===== src/rtl/pix_lane_pkg.sv =====
// Shared definitions for the pixel lane packer.
// Holds the lane/width constants, the packer FSM state type, the lane-word type
// and a helper that turns the requested line length into the effective one.
package pix_lane_pkg;

  localparam int unsigned L        = 4;     // lanes per output word (ports fixed at 4)
  localparam int unsigned DW       = 14;    // pixel width
  localparam int unsigned LINE_MAX = 1024;  // longest line; also used when line_len is 0
  localparam int unsigned CNT_W    = 10;    // clk_cnt width
  localparam int unsigned LEN_W    = 11;    // line_len width

  typedef enum logic [1:0] {
    StIdle,
    StFill,
    StPad
  } pack_state_t;

  // Index 0 is the earliest pixel of the word.
  typedef logic [L-1:0][DW-1:0] lane_word_t;

  // Zero means "full line"; anything longer than LINE_MAX is clamped.
  function automatic logic [LEN_W-1:0] clamp_len(input logic [LEN_W-1:0] len);
    if (len == '0 || len > LEN_W'(LINE_MAX)) begin
      return LEN_W'(LINE_MAX);
    end
    return len;
  endfunction

endpackage


===== src/rtl/pix_lane_packer.sv =====
// Serial-to-parallel pixel packer feeding the 4-lane interpolator bus.
// A line starts with a pixel flagged by pix_in_sol_i; pixels are packed four at a
// time into a lane word, and a short final word is padded with the last pixel.
//
// Ports:
//   clk, reset          clock, synchronous active-low reset
//   line_len_i          pixels per line, sampled with the start-of-line pixel
//   pix_in_i/_v_i/_sol_i  serial pixel, valid, start of line
//   pix_in_rdy_o        packer accepts a pixel this cycle (low during padding)
//   sample_out0..3_o    packed lanes, lane 0 earliest; held between pulses
//   sample_out_v_o      one-cycle pulse per packed word
//   clk_cnt_o           1-based word index in the line, 0 after the line ends
//   line_done_o         pulses with the last word of a line
//   err_flags_o         sticky {clamped, sol mid-line, stray pixel}; only with
//                       PIX_PACK_ERR_EN defined
module pix_lane_packer
  import pix_lane_pkg::*;
(
  input  logic             clk,
  input  logic             reset,
  input  logic [LEN_W-1:0] line_len_i,
  input  logic [DW-1:0]    pix_in_i,
  input  logic             pix_in_v_i,
  input  logic             pix_in_sol_i,
  output logic             pix_in_rdy_o,
  output logic [DW-1:0]    sample_out0_o,
  output logic [DW-1:0]    sample_out1_o,
  output logic [DW-1:0]    sample_out2_o,
  output logic [DW-1:0]    sample_out3_o,
  output logic             sample_out_v_o,
  output logic [CNT_W-1:0] clk_cnt_o,
`ifdef PIX_PACK_ERR_EN
  output logic [2:0]       err_flags_o,
`endif
  output logic             line_done_o
);

  pack_state_t      state_q, state_d;
  lane_word_t       lanes_q, lanes_d;
  logic [1:0]       lane_idx_q, lane_idx_d;
  logic [LEN_W-1:0] pix_cnt_q, pix_cnt_d;
  logic [LEN_W-1:0] len_q, len_d;
  logic [CNT_W-1:0] word_idx_q, word_idx_d;
  logic [DW-1:0]    last_q, last_d;
  logic             rdy_q;
  lane_word_t       out_word_q, out_word_d;
  logic             out_v_q, out_v_d;
  logic [CNT_W-1:0] clk_cnt_q, clk_cnt_d;
  logic             done_q, done_d;
  logic             acc;
  logic             start;

  assign acc = pix_in_v_i & rdy_q;

  always_comb begin
    state_d    = state_q;
    lanes_d    = lanes_q;
    lane_idx_d = lane_idx_q;
    pix_cnt_d  = pix_cnt_q;
    len_d      = len_q;
    word_idx_d = word_idx_q;
    last_d     = last_q;
    out_word_d = out_word_q;
    out_v_d    = 1'b0;
    done_d     = 1'b0;
    // Index holds between words, drops to zero once the line-done pulse has gone.
    clk_cnt_d  = done_q ? '0 : clk_cnt_q;
    start      = 1'b0;

    unique case (state_q)
      StIdle: begin
        // Pixels without sol are dropped here.
        if (acc && pix_in_sol_i) begin
          start = 1'b1;
        end
      end
      StFill: begin
        if (acc && pix_in_sol_i) begin
          // Restart: the partial word is abandoned without output.
          start = 1'b1;
        end else if (acc) begin
          lanes_d[lane_idx_q] = pix_in_i;
          last_d              = pix_in_i;
          lane_idx_d          = lane_idx_q + 2'd1;
          pix_cnt_d           = pix_cnt_q + LEN_W'(1);
          if (lane_idx_q == 2'd3) begin
            out_word_d = lanes_d;
            out_v_d    = 1'b1;
            clk_cnt_d  = word_idx_q + CNT_W'(1);
            word_idx_d = word_idx_q + CNT_W'(1);
          end
          if (pix_cnt_d == len_q) begin
            if (lane_idx_q == 2'd3) begin
              done_d  = 1'b1;
              state_d = StIdle;
            end else begin
              state_d = StPad;
            end
          end
        end
      end
      StPad: begin
        // Replicate the last pixel into the unfilled lanes and emit the final word.
        for (int i = 0; i < int'(L); i++) begin
          out_word_d[i] = (i >= int'(lane_idx_q)) ? last_q : lanes_q[i];
        end
        out_v_d    = 1'b1;
        done_d     = 1'b1;
        clk_cnt_d  = word_idx_q + CNT_W'(1);
        word_idx_d = word_idx_q + CNT_W'(1);
        lane_idx_d = 2'd0;
        state_d    = StIdle;
      end
      default: state_d = StIdle;
    endcase

    if (start) begin
      len_d      = clamp_len(line_len_i);
      lanes_d[0] = pix_in_i;
      last_d     = pix_in_i;
      lane_idx_d = 2'd1;
      pix_cnt_d  = LEN_W'(1);
      word_idx_d = '0;
      state_d    = (len_d == LEN_W'(1)) ? StPad : StFill;
    end
  end

  always_ff @(posedge clk) begin
    if (!reset) begin
      state_q    <= StIdle;
      lanes_q    <= '0;
      lane_idx_q <= '0;
      pix_cnt_q  <= '0;
      len_q      <= '0;
      word_idx_q <= '0;
      last_q     <= '0;
      rdy_q      <= 1'b0;
      out_word_q <= '0;
      out_v_q    <= 1'b0;
      clk_cnt_q  <= '0;
      done_q     <= 1'b0;
    end else begin
      state_q    <= state_d;
      lanes_q    <= lanes_d;
      lane_idx_q <= lane_idx_d;
      pix_cnt_q  <= pix_cnt_d;
      len_q      <= len_d;
      word_idx_q <= word_idx_d;
      last_q     <= last_d;
      // Registered so it stays low while in reset and during the padding cycle.
      rdy_q      <= (state_d != StPad);
      out_word_q <= out_word_d;
      out_v_q    <= out_v_d;
      clk_cnt_q  <= clk_cnt_d;
      done_q     <= done_d;
    end
  end

`ifdef PIX_PACK_ERR_EN
  logic [2:0] err_q, err_set;

  always_comb begin
    err_set    = '0;
    err_set[0] = (state_q == StIdle) & acc & ~pix_in_sol_i;
    err_set[1] = (state_q == StFill) & acc & pix_in_sol_i;
    err_set[2] = start & (line_len_i > LEN_W'(LINE_MAX));
  end

  always_ff @(posedge clk) begin
    if (!reset) begin
      err_q <= '0;
    end else begin
      err_q <= err_q | err_set;
    end
  end

  assign err_flags_o = err_q;
`endif

  assign pix_in_rdy_o   = rdy_q;
  assign sample_out0_o  = out_word_q[0];
  assign sample_out1_o  = out_word_q[1];
  assign sample_out2_o  = out_word_q[2];
  assign sample_out3_o  = out_word_q[3];
  assign sample_out_v_o = out_v_q;
  assign clk_cnt_o      = clk_cnt_q;
  assign line_done_o    = done_q;

endmodule


===== config.mk =====
export PLATFORM = sky130hd
export DESIGN_NAME = pix_lane_packer
export DESIGN_NICKNAME = d
export VERILOG_FILES = /design/src/rtl/pix_lane_pkg.sv /design/src/rtl/pix_lane_packer.sv
export SDC_FILE = /design/constraint.sdc
export NUM_CORES = 1
export LEC_CHECK = 0
export ABC_AREA = 1
export BUFFER_PORTS_ARGS = -buffer_cell sky130_fd_sc_hd__buf_2
export CAP_MARGIN = 20
export CORE_UTILIZATION = 59
export DETAILED_ROUTE_END_ITERATION = 10
export PLACE_DENSITY_LB_ADDON = 0.1
export SLEW_MARGIN = 30
export SYNTH_ARGS = -nofsm -noshare
export SYNTH_HDL_FRONTEND = slang
export SYNTH_SLANG_ARGS = --single-unit

===== constraint.sdc =====
create_clock -name clk -period 2.55 [get_ports clk]
set_input_delay 0.255 -clock clk [delete_from_list [all_inputs] [get_ports clk]]
set_output_delay 0.255 -clock clk [all_outputs]
set_load 0.02 [all_outputs]

# Word level (Yosys, flattened, before mapping)
# Index checks and enable logic that the tools add are counted.
# Widths: inputs -> output; s select.
# op_classes
bitwise_logic	3
n_addsub	3
order_cmp	6
eq_ne	12
reduce_logical	16
muxes	57
# ops
op	count
$mux 14	12
$mux 56	3
$pmux 56 s2	1
$mux 10	7
$bwmux 56	1
$pmux 10 s2	2
$mux 11	3
$demux 14 s2	1
$mux 2	8
$mux 1	15
$reduce_and 3->1	4
$add 11x1->11 const B	1
$eq 11x1->1 const B	1
$eq 11x11->1	1
$gt 11x11->1 const B	1
$logic_not 11->1	1
$add 10x1->10 const B	1
$ne 2x2->1 const B	5
$pmux 2 s2	2
$ne 3x3->1 const B	2
$reduce_bool 2->1	3
$eq 2x2->1 const B	2
$ge 1x2->1 const A	2
$pmux 1 s2	2
other kinds (13)	16
# word_totals
output_inout_bits	69
register_bits	175
inputBits	29

# Depth between registers and ports, before layout
# logic_depth
word_depth	11
depth_mapped	17

# Worst setup path after synthesis
# Ideal clock, no wire load.
# synth_timing
kind	reg-to-reg
start	register state_q[1]
end	register lanes_q[28] in the netlist's numbering
synth_period_minus_slack_ns	1.817
t_arrival_ns	1.679
path_buffers	3
stages_incl_launch_ff	9
slack_ns	0.733
path_cell_list	dfxtp_1 inv_1 ha_1 inv_1 nor2_1 clkbuf_1 buf_2 buf_1 a211oi_1
# synth_between
elab_chain_cells	2
# synth_rtl
item	line_no	text
start: declaration	pix_lane_packer.sv:38	pack_state_t state_q, state_d;
start signal: assignment	pix_lane_packer.sv:130	state_q <= StIdle;
start signal: assignment	pix_lane_packer.sv:143	state_q <= state_d;
$eq 2x1->1	pix_lane_packer.sv:70	unique case (state_q)
$reduce_and 3->1 (no line)	--	
end signal: assignment	pix_lane_packer.sv:144	lanes_q <= lanes_d;
end: declaration	pix_lane_packer.sv:39	lane_word_t lanes_q, lanes_d;
# No other way between the ends.
# A chain may end at the register's enable or synchronous reset.

# Final worst setup path
# layout_timing
start	register state_q[1]
end	register rdy_q, in the netlist pix_in_rdy_o
# layout_between
elab_chain_cells	6
elab_cells_between_ends	10
classes_between	eq/ne: 2; mux: 6; reduce/logical: 2
# layout_rtl
item	line_no	text
$mux 2	pix_lane_packer.sv:92	if (pix_cnt_d == len_q) begin
$mux 2	pix_lane_packer.sv:81	end else if (acc) begin
$mux 2	pix_lane_packer.sv:78	if (acc && pix_in_sol_i) begin
$pmux 2 s2	pix_lane_packer.sv:70	
$mux 2 *	pix_lane_packer.sv:117	if (start) begin
$ne 2x2->1 *	pix_lane_packer.sv:151	rdy_q <= (state_d != StPad);
end signal: assignment	pix_lane_packer.sv:151	
end: declaration	pix_lane_packer.sv:45	logic rdy_q;
# Mark *: on every way between the ends. The rest lies on a longest branch, timed or not.

==> results.txt <==
Max clock buf depth: 2
r2r worst-path depth: 9
clk slew on worst S/H paths: 60 ps
synth top area cells: dfxtp_1, o21ai_0, nand2_1
Worst path top cell family by delay: simple AND/OR/NAND/NOR gates
final setup fails: 0
vias: 8262
main combinational cell family by area after synthesis: compound AO/OA/AOI/OAI gates
layout cells sized above 1: 14.0%
worst r2r src: state_q[1]
Synth top area share: 41.6%
reg-to-reg endpoint: pix_in_rdy_o
Die Height: 121 um
hold path start: line_len_i[0]
placed cell count: 1396
die area: 14700 um^2
clock period minus worst slack: 2240 ps
CP max-delay cell: nor2_1
Final Util: 68.7%
crit-path cells: inv_1, ha_1, nor2_1, nor2_1, inv_1, nor3_1, nand4_1, nand3_1, nand2_1
part of the power in combinational logic: 7.5%
CP Max Fanout: 6
TritonCTS buffer count: 17
Met3 Wirelength: 1.29 mm
Sw Ratio: 24.2%
Leakage Power: 0.00385 uW
crit path buf inv count: 2
mux cell area share after synthesis: 0%
R2R Setup Slk: 310 ps
asr flop ratio synth: 0%
area grow syn2layout: 13.3%
antenna viol nets, final: 0
DR WL/cell: 15.9 um
CP Launch Type: register
CTS tree: yes
drt first pass iters: 5
Setup crit start: state_q[1]
worst-skew pair later-pin latency: 420 ps
Clock Sinks: 175
Worst Path Required: 2870 ps
cells after synthesis: 1180
worst stage delay on the critical path: 430 ps
Hold EP: len_q[0]
Total GRT Usage: 32.3%
Layout Cells excl Fill: 1426
worst min-delay path category: in2reg
worst endpoint data arrival time: 2550 ps
synthesized area per cell: 7.13 um^2
top_reg_cell synth: dfxtp_1
total grt overflow: 0
Setup crit end kind: register
cts hold-fix bufs: 0
Filler cells: 1243
vias in the first global route: 7556
fmax: 447 MHz
Synth Area in Compound Gates: 25.5%
initial antenna violation count: 0
Die W: 121 um
Worst Max-Slew Pin Slew: 766 ps
Starting Density: 60.6%
Final Hold Fails: 0
setup ws final: 314 ps
H-tree depth: 4
Seq cells post-synth: 175
Synth warnings: 0
Synth Cell Area: 8410 um^2
Avg Vias per Cell: 5.79
clock power share: 42.2%
Remaining DRCs: 0
first-pass GRT wire length: 37.3 mm
final period utilization: 87.7%
register area share after synthesis: 41.6%
setup bufs post-CTS: 0
kind of critical path: reg2reg
synth unique cells: 36
Pint: 4260 uW
pre-CTS setup slack: 347 ps
M1 wire length: 10.1 mm
max-cap check violation count: 0
nets@finish: 1273
leading area contributor after synthesis: dfxtp_1
setup tns final: 0 ps
placer congestion estimate: 0.958
sequential group share of total power: 50.3%
PwrDens: 589 nW/um^2
Slew Limit Headroom: 48.9%
core box area: 13900 um^2
outcome: finished clean
xor and xnor area share after synthesis: 0.937%
Inserted Diodes: 0
Clock Tree Root: clkbuf_16
post-CTS sizing: 0
Clock Skew: 6.44 ps
Post-synth EDFFs: 0
# IOs: 98
Post-Synth Simple-Gate Area: 22.2%
pin count of the biggest net entering global routing: 110
unrepaired setup endpoints after global routing: false
top sig layer: met4
I/O Buffers: 97
Routed WL: 22.7 mm
post-detail-place hpwl: 15.0 mm
hold_ws: 135 ps
Slew Limit Fails: 0
WL met2: 10.8 mm
Hold Crit Depth: 3
row cnt: 43
adder-cell share of the synthesized area: 1.34%
Psw: 1360 uW
Iter 0 DRT Violations: 873
Post-Syn Nets: 1218
peak supply drop: 0.481 mV
-- metrics by stage --
step	power, uW	instance area [um^2]
after floorplan	3160	8410
after global placement	3290	9000
after detailed placement	3290	9000
after CTS	5640	9530
after global routing	5800	9530
final	5620	9530
-- cells by family after synthesis --
kind of cell / Yosys count
and+or+nand+nor: 435
AOI/OAI and AO/OA: 368
buffers and inverters: 184
DFF: 175
xor gates and xnor gates: 9
adders and majority gates: 9
-- cells in the mapped netlist, types with 7 or more instances --
cell type	n
a211oi_1	47
a21oi_1	78
a31oi_1	8
a41oi_1	8
buf_2	11
clkbuf_1	61
dfxtp_1	175
ha_1	9
inv_1	101
nand2_1	173
nand2_2	7
nand3_1	87
nor2_1	137
o21a_1	8
o21ai_0	175
o221ai_1	21
o22ai_1	14
xor2_1	8
-- layout make-up --
class	count	area [um^2]	share of cell area, %
timing repair buffer	115	658	6.91
clock buffer	26	499	5.24
clock inverter	4	28.8	0.302
tap	180	225	2.36
sequential	175	3500	36.8
inverter	105	394	4.14
multi-input combinational	821	4220	44.3
-- worst max path at each step --
stage                   endpoint  slack, ps  cells after the start
2_1_floorplan        lanes_q[28]        730                      8
3_3_place_gp   sample_out1_o[12]        450                      9
3_5_place_dp          lanes_q[7]        350                      7
4_1_cts               lanes_q[7]        330                      7
5_1_grt         sample_out0_o[1]         40                      9
6_report            pix_in_rdy_o        310                      9
-- power groups by stage --
stage	clock network (uW)	logic, uW	registers [uW]
after floorplan	0	281	2880
after global placement	0	411	2880
after detailed placement	0	414	2880
after CTS	2400	418	2820
after global routing	2510	468	2830
final	2370	422	2820
-- sequential cells by signal, summed over array words and instances (netlist names) --
signal	cells
sample_out1_o	14
sample_out0_o	14
lane_idx_q	2
last_q	14
state_q	2
word_idx_q	10
len_q	11
lanes_q	56
pix_cnt_q	11
pix_in_rdy_o	1
clk_cnt_o	10
sample_out_v_o	1
sample_out3_o	14
line_done_o	1
sample_out2_o	14
-- worst register-to-register path: stages, from the launching register on --
cell     delay (ps)
dfxtp_1         350
inv_1           110
ha_1            250
nor2_1          100
nor2_1          430
inv_1           170
nor3_1          300
nand4_1         220
nand3_1         160
nand2_1          60
-- layout by cell type, fill, tap and decap left out, types with 21 or more instances in the layout --
cell      count
o21ai_0     175
buf_2        97
inv_1       100
nor2_1      135
o221ai_1     21
nand3_1      87
a21oi_1      78
dfxtp_1     175
nand2_1     173
a211oi_1     47
-- per-layer routing --
layer / up-vias / GRT usage [%]
met5: - / 0
met4: 0 / 12.4
met3: 46 / 5.59
met2: 289 / 54.6
met1: 3780 / 40.8
li1: 4147 / -
(Power assumes the default switching activity.)
